## config.mk

```make
export PLATFORM = sky130hd
export DESIGN_NAME = char_grid_scheduler
export DESIGN_NICKNAME = d
export VERILOG_FILES = /design/src/rtl/char_grid_scheduler.sv
export SDC_FILE = /design/constraint.sdc
export NUM_CORES = 1
export LEC_CHECK = 0
export CAP_MARGIN = 20
export CORE_UTILIZATION = 45
export DETAILED_ROUTE_END_ITERATION = 16
export PLACE_DENSITY = 0.77
export SYNTH_ARGS = -nofsm -noshare
export SYNTH_HDL_FRONTEND = slang
export SYNTH_SLANG_ARGS = --single-unit
```

## constraint.sdc

```tcl
create_clock -name clk -period 3.3 [get_ports clk]
set_clock_uncertainty 0.1 [all_clocks]
set_input_delay 0.66 -clock clk [delete_from_list [all_inputs] [get_ports clk]]
set_output_delay 0.66 -clock clk [all_outputs]
set_load 0.03 [all_outputs]
```

## src/rtl/char_grid_scheduler.sv

```systemverilog
// char_grid_scheduler: walks the text screen cell by cell, fetches the text
// entry and glyph for each cell, and hands the staged cell to the font shape
// renderer with a one-cycle fontReady pulse. The next cell is prefetched
// while the renderer is busy, so the committed outputs must stay frozen
// until the next commit edge.

package char_grid_pkg;
    typedef logic [19:0] SramAddress_t;

    typedef struct packed {
        logic [127:0] shape;
        logic [8:0]   fg;
        logic [8:0]   bg;
    } CharGrid_t;

    typedef struct packed {
        logic bright;
        logic negative;
        logic underline;
        logic blink;
    } CharEffect_t;
endpackage

module char_grid_scheduler
    import char_grid_pkg::*;
#(
    parameter int COLUMNS      = 80,
    parameter int ROWS         = 30,
    parameter int CHAR_W       = 8,
    parameter int CHAR_H       = 16,
    parameter int BLINK_FRAMES = 32
) (
    input  logic          clk,
    input  logic          rst,
    input  logic          enable,
    output logic [11:0]   textAddr,
    input  logic [31:0]   textData,
    output logic [7:0]    fontAddr,
    input  logic [127:0]  fontData,
    output CharGrid_t     grid,
    output CharEffect_t   effect,
    output SramAddress_t  baseAddress,
    output logic          currentCursor,
    output logic          blinkStatus,
    output logic          fontReady,
    input  logic          done,
    input  logic          cursorEnable,
    input  logic [4:0]    cursorRow,
    input  logic [6:0]    cursorCol,
    output logic          frameDone
);

    // Framebuffer words per character row, and per character column
    // (two pixels per word).
    localparam int ROW_STRIDE = COLUMNS * CHAR_W * CHAR_H / 2;
    localparam int COL_STRIDE = CHAR_W / 2;
    localparam int FRAME_W    = (BLINK_FRAMES > 1) ? $clog2(BLINK_FRAMES) : 1;

    typedef enum logic [2:0] {
        FETCH_TEXT  = 3'd0,
        FETCH_FONT  = 3'd1,
        LATCH_SHAPE = 3'd2,
        STAGED      = 3'd3,
        HANDOFF     = 3'd4,
        HOLD        = 3'd5
    } state_t;

    state_t               state_q, state_d;
    logic [4:0]           row_q, row_d;
    logic [6:0]           col_q, col_d;
    CharGrid_t            stg_grid_q, stg_grid_d;
    CharEffect_t          stg_effect_q, stg_effect_d;
    logic [7:0]           stg_code_q, stg_code_d;
    CharGrid_t            grid_q, grid_d;
    CharEffect_t          effect_q, effect_d;
    SramAddress_t         base_q, base_d;
    logic                 cursor_q, cursor_d;
    logic                 blink_q, blink_d;
    logic                 font_ready_q, font_ready_d;
    logic                 frame_done_q, frame_done_d;
    logic [FRAME_W-1:0]   frame_cnt_q, frame_cnt_d;

    logic [11:0]          text_addr_s;
    SramAddress_t         commit_base_s;
    logic                 cursor_hit_s;
    logic                 last_col_s;
    logic                 last_row_s;
    logic                 unused_s;

    // The row/col counters never leave the screen, so an off-screen cursor
    // position simply cannot compare equal.
    assign text_addr_s   = (12'(row_q) * 12'(COLUMNS)) + 12'(col_q);
    assign commit_base_s = (20'(row_q) * 20'(ROW_STRIDE)) + (20'(col_q) * 20'(COL_STRIDE));
    assign cursor_hit_s  = cursorEnable && (cursorRow == row_q) && (cursorCol == col_q);
    assign last_col_s    = (col_q == 7'(COLUMNS - 1));
    assign last_row_s    = (row_q == 5'(ROWS - 1));
    assign unused_s      = ^textData[31:30];

    // RAM/ROM addresses; the font address follows the RAM output directly
    // while that output is valid, otherwise it holds the staged code.
    assign textAddr      = text_addr_s;
    assign fontAddr      = (state_q == FETCH_FONT) ? textData[7:0] : stg_code_q;

    assign grid          = grid_q;
    assign effect        = effect_q;
    assign baseAddress   = base_q;
    assign currentCursor = cursor_q;
    assign blinkStatus   = blink_q;
    assign fontReady     = font_ready_q;
    assign frameDone     = frame_done_q;

    // Next-state logic: fetch pipeline, commit, cell advance and blink timing.
    always_comb begin
        state_d      = state_q;
        row_d        = row_q;
        col_d        = col_q;
        stg_grid_d   = stg_grid_q;
        stg_effect_d = stg_effect_q;
        stg_code_d   = stg_code_q;
        grid_d       = grid_q;
        effect_d     = effect_q;
        base_d       = base_q;
        cursor_d     = cursor_q;
        blink_d      = blink_q;
        font_ready_d = 1'b0;
        frame_done_d = 1'b0;
        frame_cnt_d  = frame_cnt_q;

        case (state_q)
            FETCH_TEXT: begin
                state_d = FETCH_FONT;
            end
            FETCH_FONT: begin
                stg_code_d    = textData[7:0];
                stg_grid_d.fg = textData[16:8];
                stg_grid_d.bg = textData[25:17];
                stg_effect_d  = CharEffect_t'(textData[29:26]);
                state_d       = LATCH_SHAPE;
            end
            LATCH_SHAPE: begin
                stg_grid_d.shape = fontData;
                state_d          = STAGED;
            end
            STAGED: begin
                if (done && enable) begin
                    grid_d       = stg_grid_q;
                    effect_d     = stg_effect_q;
                    base_d       = commit_base_s;
                    cursor_d     = cursor_hit_s;
                    font_ready_d = 1'b1;
                    state_d      = HANDOFF;
                end else begin
                    state_d = STAGED;
                end
            end
            HANDOFF: begin
                state_d = HOLD;
            end
            HOLD: begin
                if (last_col_s) begin
                    col_d = 7'd0;
                    if (last_row_s) begin
                        row_d        = 5'd0;
                        frame_done_d = 1'b1;
                        if (frame_cnt_q == FRAME_W'(BLINK_FRAMES - 1)) begin
                            frame_cnt_d = '0;
                            blink_d     = ~blink_q;
                        end else begin
                            frame_cnt_d = frame_cnt_q + FRAME_W'(1);
                        end
                    end else begin
                        row_d = row_q + 5'd1;
                    end
                end else begin
                    col_d = col_q + 7'd1;
                end
                state_d = FETCH_TEXT;
            end
            default: begin
                state_d = FETCH_TEXT;
            end
        endcase
    end

    // State register with synchronous reset that wins at any edge.
    always_ff @(posedge clk) begin
        if (rst) begin
            state_q      <= FETCH_TEXT;
            row_q        <= 5'd0;
            col_q        <= 7'd0;
            stg_grid_q   <= '0;
            stg_effect_q <= '0;
            stg_code_q   <= 8'd0;
            grid_q       <= '0;
            effect_q     <= '0;
            base_q       <= '0;
            cursor_q     <= 1'b0;
            blink_q      <= 1'b0;
            font_ready_q <= 1'b0;
            frame_done_q <= 1'b0;
            frame_cnt_q  <= '0;
        end else begin
            state_q      <= state_d;
            row_q        <= row_d;
            col_q        <= col_d;
            stg_grid_q   <= stg_grid_d;
            stg_effect_q <= stg_effect_d;
            stg_code_q   <= stg_code_d;
            grid_q       <= grid_d;
            effect_q     <= effect_d;
            base_q       <= base_d;
            cursor_q     <= cursor_d;
            blink_q      <= blink_d;
            font_ready_q <= font_ready_d;
            frame_done_q <= frame_done_d;
            frame_cnt_q  <= frame_cnt_d;
        end
    end

endmodule

```

==> impl_metrics.ini, run 1 <==
[routing]
drtPass1Iterations = 6
vias = 11690
wirelength_um = 34970
routedWlPerCell_um = 15.06
avgViaCountPerCell = 5.036
drtIter0Drc = 770
drc = 0
antenna_left = 0

[hold_path]
hold_path_class = register to register
hold_depth = 2
min_delay_worst_endpoint = grid[99]
hp-start = stg_grid_q[99]

[logic_synthesis]
yosys.area_share.xor_xnor_pct = 1.660
synth_area_leaders = dfxtp_1 55%, nand2_1 20%, a21oi_1 13%, clkbuf_1 2.1%, buf_2 1.4%
ys_seq_area_share_pct = 54.85
ys_ff_latch = 347
synth_fa_ha_area_share_pct = 1.699
ys_types = 43
synth.largest_area_cell = dfxtp_1
yosys_warnings = 0
synth_ff_type = dfxtp_1
synthArstFlopShare_pct = 0
synth_top_family_by_area = simple AND/OR/NAND/NOR gates
netlist_instances = 1602
synth_compound_area_share_pct = 14.20
synthSimpleGateAreaFrac_pct = 22.88
synth_edf_count = 0
synthMuxAreaShare_pct = 0
synth_top_area_share_pct = 54.85
avgSynthCellArea_um2 = 7.906
synth.cell_area_um2 = 12670

[sta]
tns_ns = -0.06243
fin_crit_sh_pct = 101.9
tightest_slew_ns = 0.7998
drv_slew = 0
fmax_mhz = 297.4
fin_ws_ns = -0.06243
grt_setup_unrepaired = yes
hold_violations = 0
max_slew_margin_pct = 46.68
finalSetupViolCount = 1
fin_crit_ns = 3.362

[critical_path]
cp-start-kind = register
slowest_delay_ns = 0.61
r2r-end = stg_grid_q[30]
r2r_start = state_q[2]
worstPathCellList = ha_4, ha_4, fa_2, nand2_2, or3b_4, o22ai_4, buf_6
cp.depth = 7
critPathTopFamily = adder cells
reg2reg_depth = 5
arrival_ns = 2.60
critPathRequiredTime_ns = 2.54
crit_path_end_kind = primary output
cpMostUsedCell = ha_4
path_buf_inv = 1
crit_slowest_cell = fa_2
crit_fanout = 4
worstSetupPathType = register to primary output
ff2ff_setup_slack_ns = 1.05

[die]
core_area_um2 = 27710
die_w_um = 169.8
start_util_pct = 45.72
rows = 61
die_h_um = 169.8
ios = 371
die_area_um2 = 28820

[cts]
clk_latency_ns = 0.51
clock_path_buffers = 3
clock_sinks = 347
clk_pin_slew_ns = 0.06
root_buffer = clkbuf_16
h-tree-depth = 2
cts_buffers = 37
cts_tree = built

[power]
vdd_drop_max_mv = 0.4181
power_density_nw_per_um2 = 526.8
leakage_nw = 6.359

[run_status]
status = complete, but fails checks
violations = negative setup slack

[finish]
syn2layout_area_growth_pct = 41.89
nets = 2106
final_area_um2 = 17970
drive_gt1_share_pct = 6.334

[placed_design]
placed_area_um2 = 16550
place.gp.congestion = 0.8657
port_buffers = 363
dpl_worst_slack_ns = 0.2752
hpwl_um = 22650

[run]
drv_cap = 0

[grt]
grt_pass1_vias = 11000
gr-usage-all-layers_pct = 23.46
antenna_found_initial = 2
grt_overflow = 0
grt_start_max_net_pins = 112
grt_first_pass_wirelength_um = 54790
## how the worst max path moves through the flow
stage,start,end
after detailed placement,row_q[3],textAddr[11]
after global routing,row_q[1],textAddr[11]
final,row_q[1],textAddr[11]
after floorplan,row_q[1],textAddr[11]
after CTS,row_q[3],textAddr[11]
after global placement,row_q[3],textAddr[8]
## area by class of cell
cell class              count  area (um2)
flip-flops and latches    347        6955
diodes                      2       5.005
clock inverters            12       167.7
inverters                   4       15.01
clock buffers              56        1160
multi-input cells        1128        5233
fillers                  2316        9733
repair buffers            395        3964
well taps                 378       473.0
## routing by layer
layer | part of all wire [%] | up-vias | GRT usage, % | routed length (um)
li1 | - | 5793 | - | -
met1 | 40 | 5415 | 27.19 | 13880
met2 | 48 | 395 | 39.90 | 16690
met3 | 8.8 | 91 | 6.903 | 3060
met4 | 3.8 | 0 | 10.50 | 1328
met5 | 0 | - | 0 | 0
## cell usage after synthesis (3+ instances only)
cell type and instances:
a21oi_1 339, nor3_1 9, nand2_1 662, nand3_1 8, and3_1 4, buf_2 36
or3_1 3, nand3b_1 3, nor4_1 4, clkbuf_1 71, buf_1 6, nand4_1 3
inv_1 4, nor2_1 14, ha_1 14, o21ai_0 7, or3b_2 3, xor2_1 19
xnor2_1 5, dfxtp_1 347, buf_4 11
## logic make-up (layout without fill, tap and decap cells)
logic type / Yosys count / after routing
AOI/OAI and AO/OA: 355 / 355
xor gates and xnor gates: 24 / 24
buffers and inverters: 131 / 467
and+or+nand+nor: 728 / 728
DFF: 347 / 347
other: 1 / 7
adders and majority gates: 16 / 16
## registers in the layout, summed over array words and instances (netlist names), 3 cells and up
| register | flops |
|---|---|
| grid | 146 |
| stg_grid_q | 146 |
| baseAddress | 15 |
| stg_code_q | 8 |
| col_q | 7 |
| frame_cnt_q | 5 |
| row_q | 5 |
| effect | 4 |
| stg_effect_q | 4 |
| state_q | 3 |
## placed cells by master (no fill, tap or decap), types with 3 or more instances in the layout
master           count
clkbuf_8            12
clkinv_2             6
buf_4               26
nand4_1              3
nor2_1              13
a21oi_1            338
dfxtp_2              4
nor4_1               4
bufinv_16            4
dfxtp_1            342
nand3b_1             3
buf_12               7
clkbuf_1             5
ha_4                 3
nand3_1              8
o21ai_0              7
inv_1                4
xnor2_1              4
ha_1                11
clkbuf_16           39
nand2_1            661
xor2_1              19
conb_1               5
and3_1               4
nor3_1               9
or3_1                3
clkdlybuf4s50_1    357
## power by group
part / switching [mW] / internal, mW / total (mW) / leakage, nW
clock: 1.65 / 2.74 / 4.39 / 0.661
sequential: 0.0623 / 4.31 / 4.37 / 2.81
combinational: 0.376 / 0.325 / 0.701 / 2.89
## worst reg2reg max path, delay by kind of cell (launching register included)
kind                   cells  cell delay (ns)
DFF                        1             0.45
buffers and inverters      2             0.71
AOI/OAI and AO/OA          1             0.16
and+or+nand+nor            2             0.77
## repair_timing
item,CTS,global route
gates resized for setup,5,16
buffers inserted,0,1
pin swaps,0,5
gates cloned,0,0
hold buffers,0,0
endpoints found under the setup margin,4,12
## metrics by stage
step	power [mW]	hold WS [ns]	std cells	utilization (%)
after global placement	5.151	0.3351	2251	59.75
after detailed placement	5.166	0.3421	2251	59.75
after floorplan	4.816	0.3321	1606	-
final	9.468	0.3434	2322	64.87
after global routing	9.798	0.3564	2322	64.87
after CTS	9.556	0.3453	2319	64.56
Note: power is estimated with default switching activity, not from simulation.
==> inputs of run 2 (changes only) <==
MAX_ROUTING_LAYER = met4   (was default)
==> run 2 against run 1 <==
- register-to-register slack worse by 0.22 ns
- sequential cell count unchanged
- highest routed layer unchanged
- die area unchanged
- largest cell class unchanged
- the run now ends clean
- critical endpoint unchanged
- non-clock buffer count down 2
==> impl_metrics.ini, run 2 (synthesized netlist as in run 1, its figures left out) <==
[cts]
clock_sinks = 347
h-tree-depth = 2
clk_latency_ns = 0.51
cts_tree = built
clock_path_buffers = 3
cts_buffers = 37
root_buffer = clkbuf_16
clk_pin_slew_ns = 0.06

[placed_design]
place.gp.congestion = 0.8569
port_buffers = 363
hpwl_um = 22190
dpl_worst_slack_ns = 0.2442

[hold_path]
hold_path_class = register to register
hold_depth = 2

[finish]
layout_common_cells = 661 x nand2_1, 356 x clkdlybuf4s50_1, 341 x dfxtp_1
layout_commonest_cell = nand2_1
syn2layout_area_growth_pct = 40.91
nets = 2104
drive_gt1_share_pct = 5.995

[die]
die_w_um = 169.8
core_area_um2 = 27710
die_h_um = 169.8
start_util_pct = 45.72
ios = 371
rows = 61
die_area_um2 = 28820

[routing]
avgViaCountPerCell = 5.040
wirelength_um = 34690
vias = 11670
routedWlPerCell_um = 14.98
antenna_left = 0
drc = 0
drtPass1Iterations = 7
drtIter0Drc = 881

[grt]
antenna_found_initial = 3
grt_first_pass_wirelength_um = 54710
gr-usage-all-layers_pct = 24.18
grt_overflow = 0
grt_pass1_vias = 11090
grt_start_max_net_pins = 101

[critical_path]
crit_fanout = 2
arrival_ns = 2.52
critPathRequiredTime_ns = 2.54
reg2reg_depth = 5
cp-start-kind = register
worstSetupPathType = register to primary output
crit_path_end_kind = primary output

[power]
power_density_nw_per_um2 = 513.3
leakage_nw = 6.293
vdd_drop_max_mv = 0.3919
power_mw = 9.161

[sta]
tightest_slew_ns = 0.9689
fmax_mhz = 305.2
hold_violations = 0
max_slew_margin_pct = 35.40
drv_slew = 0
finalSetupViolCount = 0
fin_crit_ns = 3.277
fin_crit_sh_pct = 99.30
grt_setup_unrepaired = yes
fin_ws_ns = 0.02300

[run]
drv_cap = 0

[run_status]
status = finished clean
-- run 2: cell type report --
type / count / area (um2)
multi-input cells: 1128 / 5235
clock buffers: 50 / 1047
diodes: 3 / 7.507
fillers: 2336 / 9858
flip-flops and latches: 347 / 6957
well taps: 378 / 473.0
repair buffers: 393 / 3960
clock inverters: 13 / 152.6
inverters: 4 / 15.01
-- run 2: final timing paths --
check / start / to / slack [ns]
worst min register to register: stg_grid_q[35] / grid[35] / 0.33
worst max register to register: state_q[2] / stg_grid_q[33] / 0.83
worst max-delay path: row_q[1] / textAddr[11] / 0.02
worst min-delay path: stg_grid_q[35] / grid[35] / 0.33
-- run 2: routing by layer --
metal	up-vias	share of wire (%)	track usage, %
met2	356	47	39.86
li1	5803	-	-
met3	84	7.9	6.833
met1	5430	41	27.61
met5	-	0	-
met4	0	3.5	9.753
-- run 2: per-stage QoR --
stage	instances	util (%)	hold WS, ns	TNS (ns)	area, um2
4_1_cts	2313	64.33	0.3378	0	17820
3_5_place_dp	2248	59.72	0.3417	0	16540
6_report	2316	64.42	0.3348	0	17850
2_1_floorplan	1606	-	0.3321	0	12690
3_3_place_gp	2248	59.72	0.3345	0	16540
5_1_grt	2316	64.42	0.3598	-0.04517	17850
-- run 2: worst max-delay path: stages, from the launching register on --
cell and delay [ns]:
dfxtp_2 0.34, ha_4 0.24, ha_4 0.16, fa_2 0.55
nand2_2 0.07, or3b_4 0.39, o22ai_4 0.12, buf_6 0.15
-- run 2: power by group --
group	switching, mW	total [mW]	internal (mW)
logic	0.376	0.700	0.324
clock network	1.63	4.09	2.46
registers	0.0625	4.37	4.31
-- run 2: timing repair --
| item | 4_1_cts | 5_1_grt |
|---|---|---|
| pin swaps | 4 | 1 |
| hold buffers | 0 | 0 |
| setup buffers | 2 | 0 |
| resized for setup | 17 | 8 |
| endpoints found under the setup margin | 5 | 13 |
==> inputs of run 3 (changes only) <==
RECOVER_POWER = 100   (was default)
==> run 3 against run 2 <==
- the run now ends with max-capacitance violations, max-slew violations left
- total power is 0.14% lower
- setup slack better by 0.00061 ns
- sequential power about the same
- critical endpoint unchanged
- largest cell class unchanged
==> impl_metrics.ini, run 3 (synthesized netlist as in run 1, its figures left out) <==
[cts]
h-tree-depth = 2
cts_tree = built
cts_buffers = 37
clk_pin_slew_ns = 0.06
root_buffer = clkbuf_16
clock_path_buffers = 3
clk_latency_ns = 0.51
clock_sinks = 347

[die]
rows = 61
die_w_um = 169.8
core_area_um2 = 27710
die_area_um2 = 28820
die_h_um = 169.8
ios = 371
start_util_pct = 45.72

[sta]
fin_crit_sh_pct = 99.28
max_slew_margin_pct = -11.99
fmax_mhz = 305.2
tightest_slew_ns = 1.680
finalSetupViolCount = 0
drv_slew = 141
hold_violations = 0
fin_ws_ns = 0.02361
grt_setup_unrepaired = yes
fin_crit_ns = 3.276

[power]
power_density_nw_per_um2 = 515.5
clockPowerShare_pct = 44.7
p_sw_mw = 2.062
intPower_mw = 7.086
power_mw = 9.148
leakage_nw = 6.851
p_sw_share_pct = 22.54
vdd_drop_max_mv = 0.3901
combinationalPowerShare_pct = 7.5
p_seq_share_pct = 47.8

[critical_path]
ff2ff_setup_slack_ns = 0.24
crit_slowest_cell = fa_2
cpMostUsedCell = ha_4
slowest_delay_ns = 0.55
arrival_ns = 2.52
crit_fanout = 2
worstPathCellList = ha_4, ha_4, fa_2, nand2_2, or3b_4, o22ai_4, buf_6
cp-start-kind = register
critPathRequiredTime_ns = 2.54
crit_path_end_kind = primary output
worstSetupPathType = register to primary output

[grt]
grt_first_pass_wirelength_um = 54710
grt_pass1_vias = 11090
grt_overflow = 0
grt_start_max_net_pins = 101
gr-usage-all-layers_pct = 24.18
antenna_found_initial = 3

[hold_path]
hold_path_class = register to register

[placed_design]
place.gp.congestion = 0.8569
dp.cells = 2248
placed_area_um2 = 16540
port_buffers = 363
dpl_worst_slack_ns = 0.2442
hpwl_um = 22190

[run]
drv_cap = 2

[run_status]
violations = max-capacitance violations, max-slew violations
status = complete, but fails checks

[finish]
nets = 2104
final_area_um2 = 17740
layout_commonest_cell = nand2_1
drive_gt1_share_pct = 5.788
layout_common_cells = 661 x nand2_1, 341 x dfxtp_1, 338 x a21oi_1
syn2layout_area_growth_pct = 40.10
stdcell_count = 2316

[routing]
avgViaCountPerCell = 5.019
drc = 0
routedWlPerCell_um = 14.96
wirelength_um = 34640
antenna_left = 0
drtPass1Iterations = 5
drtIter0Drc = 832
vias = 11620
[run 3: cell count changes in the layout (fill, tap and decap cells not counted), moves of 2 or more]
cell	change
clkbuf_1	+3
clkbuf_4	+2
buf_12	-4
clkdlybuf4s50_1	-178
buf_4	-4
dlygate4sd3_1	+178
clkbuf_2	+4
[run 3: power by group through the flow]
stage	Clock, mW	Combinational (mW)	Sequential (mW)
finish	4.09	0.688	4.37
global route	4.35	0.759	4.38
CTS	4.18	0.703	4.37
detailed placement	0	0.698	4.46
global placement	0	0.690	4.46
floorplan	0	0.360	4.46
[run 3: routing by layer]
layer	global-route usage, %	vias up	share of wire (%)	wire [um]
met4	9.753	0	3.4	1183
met3	6.833	87	8.4	2901
met2	39.86	393	48	16480
met5	-	-	0	0
li1	-	5807	-	-
met1	27.61	5337	41	14070
[run 3: final cells by class]
| class | instances | area, um2 |
|---|---|---|
| Antenna cell | 3 | 7.507 |
| Clock buffer | 50 | 1047 |
| Clock inverter | 13 | 152.6 |
| Fill cell | 2355 | 9961 |
| Inverter | 4 | 15.01 |
| Multi-Input combinational cell | 1128 | 5215 |
| Sequential cell | 347 | 6957 |
| Tap cell | 378 | 473.0 |
| Timing Repair Buffer | 393 | 3877 |
[run 3: what timing repair did]
item / 4_1_cts / 5_1_grt
setup endpoints to repair: 5 / 13
pin swaps: 4 / 1
hold buffers: 0 / 0
buffers inserted: 2 / 0
gates resized for setup: 17 / 8
gates cloned: 0 / 0
[run 3: final timing paths]
check,from,end,cells after the start
min,stg_grid_q[35],grid[35],2
max,row_q[1],textAddr[11],7
min reg2reg,stg_grid_q[35],grid[35],2
max reg2reg,state_q[2],stg_grid_q[126],5
[run 3: worst max-delay path, delay by kind of cell (launching register included)]
kind | cells | cell delay (ns)
AOI/OAI and AO/OA | 1 | 0.12
buffers and inverters | 1 | 0.15
DFF | 1 | 0.34
adders and majority gates | 3 | 0.95
and+or+nand+nor | 2 | 0.46
[run 3: metrics by stage]
step / TNS (ns) / util (%) / hold WS [ns]
finish: 0 / 64.05 / 0.3361
detailed placement: 0 / 59.72 / 0.3417
CTS: 0 / 64.33 / 0.3378
floorplan: 0 / - / 0.3321
global route: -0.1794 / 64.05 / 0.3598
global placement: 0 / 59.72 / 0.3345
